[src/rtl/mem_hit_arbiter.sv]
`default_nettype none
// ============================================================================
// Module      : mem_hit_arbiter
// Description : Arbitrates a pipeline's instruction-fetch and data ports onto
//               a single word-wide RAM port. Data requests win over fetches.
//               Each granted access is latched and driven to the RAM until
//               ram_ready. A single-cycle hit pulse then returns the loaded
//               word to the requesting side. A saturating watchdog raises a
//               sticky error flag when the RAM stalls for too long.
// Revision    : 1.0 - initial release
// ----------------------------------------------------------------------------
// Parameters
//   TIMEOUT    : access cycles without ram_ready before ram_err sets
//                (1..65535)
// Ports
//   CLK        in   1   rising-edge clock
//   nRST       in   1   asynchronous active-low reset
//   iREN       in   1   fetch request, held until ihit
//   iaddr      in  32   fetch word address
//   dREN       in   1   data read request, held until dhit
//   dWEN       in   1   data write request, held until dhit
//   daddr      in  32   data word address
//   dstore     in  32   data write word
//   ihit       out  1   fetch-complete pulse
//   dhit       out  1   data-complete pulse
//   iload      out 32   fetched word (valid with ihit, else 0)
//   dload      out 32   read word (valid with dhit after a read, else 0)
//   ram_ren    out  1   RAM read strobe
//   ram_wen    out  1   RAM write strobe
//   ram_addr   out 32   RAM address
//   ram_store  out 32   RAM write data
//   ram_load   in  32   RAM read data, valid with ram_ready
//   ram_ready  in   1   RAM access-complete pulse
//   ram_err    out  1   sticky watchdog-expired flag
// ============================================================================
module mem_hit_arbiter #(
  parameter int TIMEOUT = 1023
) (
  input  logic        CLK,
  input  logic        nRST,
  input  logic        iREN,
  input  logic [31:0] iaddr,
  input  logic        dREN,
  input  logic        dWEN,
  input  logic [31:0] daddr,
  input  logic [31:0] dstore,
  output logic        ihit,
  output logic        dhit,
  output logic [31:0] iload,
  output logic [31:0] dload,
  output logic        ram_ren,
  output logic        ram_wen,
  output logic [31:0] ram_addr,
  output logic [31:0] ram_store,
  input  logic [31:0] ram_load,
  input  logic        ram_ready,
  output logic        ram_err
);

  localparam logic [15:0] C_TIMEOUT  = 16'(TIMEOUT);
  localparam logic [15:0] C_WDOG_MAX = 16'hFFFF;

  typedef enum logic [1:0] {
    IDLE = 2'd0,
    IACC = 2'd1,
    DACC = 2'd2,
    RESP = 2'd3
  } state_t;

  state_t      r_state;

  // Latched access descriptor, captured at grant.
  logic [31:0] r_addr;
  logic [31:0] r_store;
  logic        r_wr;
  logic        r_src_d;

  // Registered outputs.
  logic        r_ren;
  logic        r_wen;
  logic        r_ihit;
  logic        r_dhit;
  logic [31:0] r_iload;
  logic [31:0] r_dload;
  logic        r_err;

  // Watchdog.
  logic [15:0] r_wdog;
  logic [15:0] w_wdog_inc;
  logic        w_wdog_expired;

  // Saturating increment; the flag is raised on the edge where the count
  // reaches TIMEOUT so ram_err appears after exactly TIMEOUT stalled cycles.
  assign w_wdog_inc     = (r_wdog == C_WDOG_MAX) ? r_wdog : (r_wdog + 16'd1);
  assign w_wdog_expired = (w_wdog_inc >= C_TIMEOUT);

  always_ff @(posedge CLK or negedge nRST) begin
    if (!nRST) begin
      r_state <= IDLE;
      r_addr  <= 32'd0;
      r_store <= 32'd0;
      r_wr    <= 1'b0;
      r_src_d <= 1'b0;
      r_ren   <= 1'b0;
      r_wen   <= 1'b0;
      r_ihit  <= 1'b0;
      r_dhit  <= 1'b0;
      r_iload <= 32'd0;
      r_dload <= 32'd0;
      r_err   <= 1'b0;
      r_wdog  <= 16'd0;
    end else begin
      case (r_state)
        IDLE: begin
          if (dREN || dWEN) begin
            // A simultaneous read and write request is served as a write.
            r_state <= DACC;
            r_addr  <= daddr;
            r_store <= dstore;
            r_wr    <= dWEN;
            r_src_d <= 1'b1;
            r_ren   <= ~dWEN;
            r_wen   <= dWEN;
            r_wdog  <= 16'd0;
          end else if (iREN) begin
            r_state <= IACC;
            r_addr  <= iaddr;
            r_store <= 32'd0;
            r_wr    <= 1'b0;
            r_src_d <= 1'b0;
            r_ren   <= 1'b1;
            r_wen   <= 1'b0;
            r_wdog  <= 16'd0;
          end
        end

        IACC, DACC: begin
          // Live request inputs are deliberately not looked at here; the
          // outstanding access runs purely from the latched descriptor.
          if (ram_ready) begin
            r_state <= RESP;
            r_ren   <= 1'b0;
            r_wen   <= 1'b0;
            if (r_src_d) begin
              r_dhit  <= 1'b1;
              r_dload <= r_wr ? 32'd0 : ram_load;
            end else begin
              r_ihit  <= 1'b1;
              r_iload <= ram_load;
            end
          end else begin
            r_wdog <= w_wdog_inc;
            if (w_wdog_expired) begin
              r_err <= 1'b1;
            end
          end
        end

        RESP: begin
          // One-cycle hit; ram_ready seen here is stale and ignored.
          r_state <= IDLE;
          r_ihit  <= 1'b0;
          r_dhit  <= 1'b0;
          r_iload <= 32'd0;
          r_dload <= 32'd0;
        end

        default: begin
          r_state <= IDLE;
          r_ren   <= 1'b0;
          r_wen   <= 1'b0;
          r_ihit  <= 1'b0;
          r_dhit  <= 1'b0;
          r_iload <= 32'd0;
          r_dload <= 32'd0;
        end
      endcase
    end
  end

  assign ihit      = r_ihit;
  assign dhit      = r_dhit;
  assign iload     = r_iload;
  assign dload     = r_dload;
  assign ram_ren   = r_ren;
  assign ram_wen   = r_wen;
  assign ram_addr  = r_addr;
  assign ram_store = r_store;
  assign ram_err   = r_err;

endmodule
`default_nettype wire

[config.mk]
export PLATFORM = sky130hd
export DESIGN_NAME = mem_hit_arbiter
export DESIGN_NICKNAME = d
export VERILOG_FILES = /design/src/rtl/mem_hit_arbiter.sv
export SDC_FILE = /design/constraint.sdc
export NUM_CORES = 1
export LEC_CHECK = 0
export ABC_AREA = 1
export BUFFER_PORTS_ARGS = -buffer_cell sky130_fd_sc_hd__buf_4
export CAP_MARGIN = 20
export CORE_UTILIZATION = 36
export CTS_CLUSTER_DIAMETER = 60
export DETAILED_ROUTE_END_ITERATION = 10
export HOLD_SLACK_MARGIN = 0.02
export SLEW_MARGIN = 5
export SYNTH_ARGS = -nofsm -noshare
export SYNTH_HDL_FRONTEND = slang
export SYNTH_SLANG_ARGS = --single-unit
[constraint.sdc]
create_clock -name CLK -period 2.15 [get_ports CLK]
set_input_delay 0.1075 -clock CLK [delete_from_list [all_inputs] [get_ports CLK]]
set_output_delay 0.1075 -clock CLK [all_outputs]
set_load 0.03 [all_outputs]
==> results.json, run 1 <==
{
  "status": "complete, no violations",
  "insertion_delay_ns": 0.43,
  "firstDrtPassIters": 5,
  "p_leak_nw": 5.45,
  "avgSynthCellArea_um2": 9.18,
  "crit_arrival_ns": 2.27,
  "tns_ns": 0,
  "synthesis.nets": 854,
  "setup_viol": 0,
  "relSlewSlack_pct": 59.1,
  "synth_cell_type_count": 34,
  "syn_area_um2": 6580,
  "switching_power_mw": 7.12,
  "synth_top_area_share_pct": 58.2,
  "wl_per_cell_um": 15.3,
  "rsz0062_at_grt": "false",
  "vias_per_cell": 4.90,
  "synth_edf_count": 0,
  "yosysMostFrequentCell": "nand2_1",
  "diodes": 0,
  "wirelength_um": 20800,
  "sequentialPowerShare_pct": 30.1,
  "comb_power_share_pct": 50.5,
  "die_w_um": 137,
  "critPathTopFamily": "buffers and inverters",
  "die_area_um2": 18800,
  "ys_ff_latch": 153,
  "power_density_nw_per_um2": 1450,
  "drc_errors": 0,
  "fin_crit_ns": 1.94,
  "synth_top_area_cell": "dfrtp_1",
  "crit_fanout": 65,
  "synth_common_cells": "nand2_1, dfrtp_1, inv_1",
  "clock-root-buffer": "clkbuf_16",
  "seqCellArea_um2": 3830,
  "synth_cells": 717,
  "synthTopCellsByArea": "dfrtp_1, nand2_1, a22o_1, inv_1, nand3_1",
  "maxCapViolCount": 0,
  "ir_worst_vdd_uv": 777,
  "hold_path.class": "input pin to flip-flop",
  "worstPathRequired_ns": 2.48,
  "cp_slowest_cell": "buf_4",
  "crit_chain": "inv_1 > ha_1 > inv_1 > a21oi_4 > buf_4 > nor2_1 > a31oi_1",
  "grt_overflow": 0,
  "slew_violations": 0,
  "fillers": 1485,
  "grt_max_degree": 66,
  "fin_crit_sh_pct": 90.4,
  "core.rowCount": 49,
  "die_h_um": 137,
  "worstMarginPinSlew_ns": 0.613,
  "cts.path.max_buffers": 2,
  "skew_ns": 0.0123,
  "grt_first_pass_wirelength_um": 32500,
  "final_nets": 1254,
  "hold_viol_final": 0,
  "ys.flop_type": "dfrtp_1",
  "dp_hpwl_um": 13700,
  "path_class": "flip-flop to flip-flop",
  "slowest_delay_ns": 0.52,
  "cts_tree": "built",
  "portBuffers": 266,
  "clkPwrFrac_pct": 19.4,
  "fmax_mhz": 515,
  "final_antenna_net_count": 0,
  "coreArea_um2": 18000,
  "post-route-util_pct": 60.3,
  "path_clk_slew_ns": 0.07,
  "ys_seq_area_share_pct": 58.2,
  "track_usage_pct": 22.4,
  "cts_buffers": 17,
  "cp.buffers_inverters": 3,
  "grt_pass1_vias": 6556,
  "gp_congestion": 0.845,
  "synthArstFlopShare_pct": 100,
  "drive_gt1_share_pct": 30.6,
  "crit_path_frequent_cell": "inv_1",
  "synthToLayoutAreaGrowth_pct": 64.5,
  "critPathCaptureType": "flip-flop",
  "cellInternalPower_mw": 8.62,
  "swShare_pct": 45.2,
  "yosys_warnings": 0,
  "num_io_pins": 267,
  "clock-sinks": 153,
  "antenna_found_initial": 0,
  "vias": 6659,
  "dr.first_iter.drc_count": 320,
  "crit_path_start_kind": "flip-flop",
  "initial_core_util_pct": 36.6,
  "htree_levels": 4,
  "multi_input_area_um2": 2340
}
[what timing repair did]
action / CTS / global route
hold buffers: 131 / 0
hold endpoints to repair: 178 / 0
setup buffers: 0 / 0
gates resized for setup: 0 / 3
setup endpoints to repair: 0 / 14
[worst paths after layout]
path | start | to | slack, ns | cells after the start
setup / recovery | r_state[0]$_DFFE_PN0P_ | ram_addr[22]$_DFFE_PN0P_ | 0.21 | 7
hold reg to reg | ram_err$_DFFE_PN0P_ | ram_err$_DFFE_PN0P_ | 0.47 | 2
hold / removal | iREN | r_state[0]$_DFFE_PN0P_ | 0.05 | 4
max in group asynchronous | nRST | r_state[1]$_DFFE_PN0P_ | 1.23 | 3
setup reg to reg | r_state[0]$_DFFE_PN0P_ | ram_addr[22]$_DFFE_PN0P_ | 0.21 | 7
min in group asynchronous | nRST | dload[10]$_DFFE_PN0P_ | 0.18 | 2
[cell usage in the layout, fill, tap and decap left out, types with 6 or more instances in the layout]
cell type      Yosys  routed
inv_2              5       6
clkbuf_16          0      17
buf_4              0     283
a31oi_1           32      32
nor2_1            51      50
inv_6              0       6
dfrtp_1          153     153
nand2_1          166     166
nand3_1           54      53
inv_1             73      72
nand4_1            6       6
dlygate4sd3_1      0     131
o22ai_1           18      18
nor2_2             6       7
o21ai_0           44      44
a22o_1            32      32
[sequential cells by signal (all words and copies together), names as in the netlist]
register   count
dhit           1
r_wdog        16
ram_addr      32
iload         32
ram_store     32
r_wr           1
ram_err        1
ram_ren        1
ihit           1
r_state        2
r_src_d        1
dload         32
ram_wen        1
[per-layer routing]
layer  up-vias  GRT usage (%)  part of all wire, %
li1       3191              -                    -
met1      3185           28.1                   43
met2       253           37.2                   48
met3        30           5.56                  6.5
met4         0           8.18                  2.2
met5         -              0                    0
[worst min-delay path: cells and delay by family]
kind            cells  cell delay, ns
buf+inv             1            0.09
compound gates      2            0.17
simple gates        1            0.06
[kinds of logic (layout without fill, tap and decap cells)]
family | count (synthesis) | in the layout | share of synthesized area [%]
flip-flops | 153 | 153 | 58.2
AO/OA/AOI/OAI | 146 | 146 | 14.5
XOR/XNOR | 6 | 6 | 0.798
adder cells (fa/ha/maj) | 3 | 3 | 0.570
AND/OR/NAND/NOR | 295 | 295 | 19.3
buffers and inverters | 114 | 527 | 6.69
[power groups by stage]
stage	sequential (mW)	clock [mW]	combinational (mW)
floorplan	6.82	0	2.60
global placement	4.76	0	7.68
detailed placement	4.78	0	7.75
CTS	4.73	3.11	7.96
global route	4.89	3.23	8.61
finish	4.74	3.05	7.96
[through the flow]
stage          setup slack, ns  area [µm²]  hold WS [ns]  cells  total power [mW]
2_1_floorplan            0.350        6580        -0.188    717              9.42
3_3_place_gp             0.244        8900        0.0833   1196              12.4
3_5_place_dp             0.125        8900        0.0764   1196              12.5
4_1_cts                 0.0809       10800        0.0352   1359              15.8
5_1_grt                 0.0312       10800        0.0756   1359              16.7
6_report                 0.207       10800        0.0537   1359              15.7
[layout make-up]
class	instances	share of cell area, %
Tap cell	229	2.65
Clock inverter	15	1.63
Multi-Input combinational cell	450	21.7
Inverter	79	2.74
Clock buffer	17	3.93
Sequential cell	153	35.4
Timing Repair Buffer	416	32.0
Power figures use the tool's default switching activity.
==> run 2: changes to the inputs <==
--- a/config.mk
+++ b/config.mk
@@ -8,6 +8,7 @@
 export ABC_AREA = 1
 export BUFFER_PORTS_ARGS = -buffer_cell sky130_fd_sc_hd__buf_4
 export CAP_MARGIN = 20
+export CORE_ASPECT_RATIO = 0.5
 export CORE_UTILIZATION = 36
 export CTS_CLUSTER_DIAMETER = 60
 export DETAILED_ROUTE_END_ITERATION = 10
==> run 2 against run 1 <==
  * Largest cell class unchanged
  * Design area up 1.1%
  * Sequential power up 0.8%
  * Hold slack better by 0.0053 ns
  * Largest power group unchanged
==> results.json, run 2 (same netlist as run 1, synthesis figures left out) <==
{
  "grt_max_degree": 66,
  "gp_congestion": 0.831,
  "fin_crit_ns": 2.06,
  "slew_violations": 0,
  "insertion_delay_ns": 0.42,
  "comb_power_share_pct": 53.7,
  "dp_hpwl_um": 13900,
  "path_clk_slew_ns": 0.07,
  "post-route-util_pct": 62.1,
  "drive_gt1_share_pct": 30.7,
  "cts.path.max_buffers": 2,
  "vias_per_cell": 4.80,
  "die_area_um2": 18900,
  "antenna_found_initial": 0,
  "htree_levels": 4,
  "swShare_pct": 43.9,
  "final_nets": 1256,
  "skew_ns": 0.00448,
  "grt_first_pass_wirelength_um": 33700,
  "initial_core_util_pct": 37.4,
  "relSlewSlack_pct": 62.1,
  "sequentialPowerShare_pct": 28.8,
  "diodes": 0,
  "dr.first_iter.drc_count": 246,
  "wirelength_um": 21800,
  "cts_buffers": 17,
  "final_cell_mix": "buf_4, nand2_1, dfrtp_1",
  "status": "complete, no violations",
  "worstMarginPinSlew_ns": 0.567,
  "coreArea_um2": 17600,
  "die_h_um": 97.6,
  "worstPathRequired_ns": 2.45,
  "grt_pass1_vias": 6569,
  "hold_ws_ns": 0.0590,
  "crit_arrival_ns": 2.36,
  "rrSetupSlack_ns": 0.11,
  "clkPwrFrac_pct": 17.5,
  "cts_tree": "built",
  "ir_worst_vdd_uv": 718,
  "track_usage_pct": 22.6,
  "portBuffers": 266,
  "hold_path.class": "input pin to flip-flop",
  "num_io_pins": 267,
  "setup_viol": 0,
  "clock-sinks": 153,
  "fin_crit_sh_pct": 95.6,
  "drc_errors": 0,
  "p_leak_nw": 5.46,
  "clock-root-buffer": "clkbuf_16",
  "wl_per_cell_um": 16.0,
  "die_w_um": 193,
  "hold_viol_final": 0,
  "crit_path_start_kind": "input pin",
  "vias": 6561,
  "final_area_um2": 10900,
  "crit_fanout": 32,
  "firstDrtPassIters": 7,
  "switching_power_mw": 7.28,
  "power_density_nw_per_um2": 1520,
  "path_class": "input pin to flip-flop",
  "final_antenna_net_count": 0,
  "dpl_cell_area_um2": 8940,
  "cellInternalPower_mw": 9.29,
  "mostFrequentLayoutCell": "buf_4",
  "core.rowCount": 34,
  "critPathCaptureType": "flip-flop",
  "grt_overflow": 0,
  "fmax_mhz": 486,
  "maxCapViolCount": 0,
  "synthToLayoutAreaGrowth_pct": 66.2
}
## run 2: cell types whose count changed in the layout (fill, tap and decap cells not counted), moves of 2 or more
| cell | change |
|---|---|
| clkinv_8 | -2 |
| buf_6 | +2 |
| clkbuf_1 | +2 |
| clkinv_4 | +3 |
| buf_12 | +5 |
| inv_6 | -3 |
| buf_4 | -7 |
| inv_8 | -4 |
| clkbuf_16 | +3 |
| clkinvlp_4 | +3 |
## run 2: power groups by stage
stage / sequential, mW / combinational, mW / clock (mW)
6_report: 4.78 / 8.90 / 2.90
5_1_grt: 4.92 / 9.52 / 3.08
4_1_cts: 4.76 / 8.56 / 2.97
3_5_place_dp: 4.77 / 7.86 / 0
3_3_place_gp: 4.78 / 7.77 / 0
2_1_floorplan: 6.82 / 2.60 / 0
## run 2: worst paths after layout
path	from	end	cells after the start
setup / recovery	dWEN	ram_addr[6]$_DFFE_PN0P_	9
hold / removal	iREN	r_state[0]$_DFFE_PN0P_	4
setup reg to reg	r_state[0]$_DFFE_PN0P_	ram_addr[22]$_DFFE_PN0P_	9
hold reg to reg	dload[19]$_DFFE_PN0P_	dload[19]$_DFFE_PN0P_	2
max in group asynchronous	nRST	iload[25]$_DFFE_PN0P_	3
min in group asynchronous	nRST	ram_addr[14]$_DFFE_PN0P_	2
## run 2: layer usage
layer  part of all wire (%)  GRT usage, %
met4                    2.1          8.25
met5                      0             0
met1                     43          28.1
met3                    4.1          4.89
met2                     51          38.9
## run 2: through the flow
step	std cells	TNS [ns]	total power, mW	setup WS, ns
after floorplan	717	0	9.42	0.350
after global placement	1198	0	12.5	0.270
after detailed placement	1198	0	12.6	0.172
after CTS	1360	0	16.3	0.0401
after global routing	1366	-0.189	17.5	-0.0228
final	1366	0	16.6	0.0940
## run 2: final cells by class
class,instances,area (µm²)
tap,234,293
clock inverter,12,119
fill,1490,6670
inverter,79,300
clock buffer,20,447
timing repair buffer,418,3600
multi-input combinational,450,2350
sequential,153,3830
## run 2: repair_timing
item                                   4_1_cts  5_1_grt
gates resized for setup                      0        6
endpoints found under the hold margin      284        0
setup endpoints to repair                    0       42
hold buffers                               130        0
setup buffers                                0        2
## run 2: critical path, cell delays in order
cell and delay [ns]:
dlygate4sd3_1 0.55, buf_4 0.16, nor2_2 0.21, buf_6 0.22, inv_1 0.08, buf_4 0.25
nand2_1 0.11, a31oi_1 0.08, dlygate4sd3_1 0.57
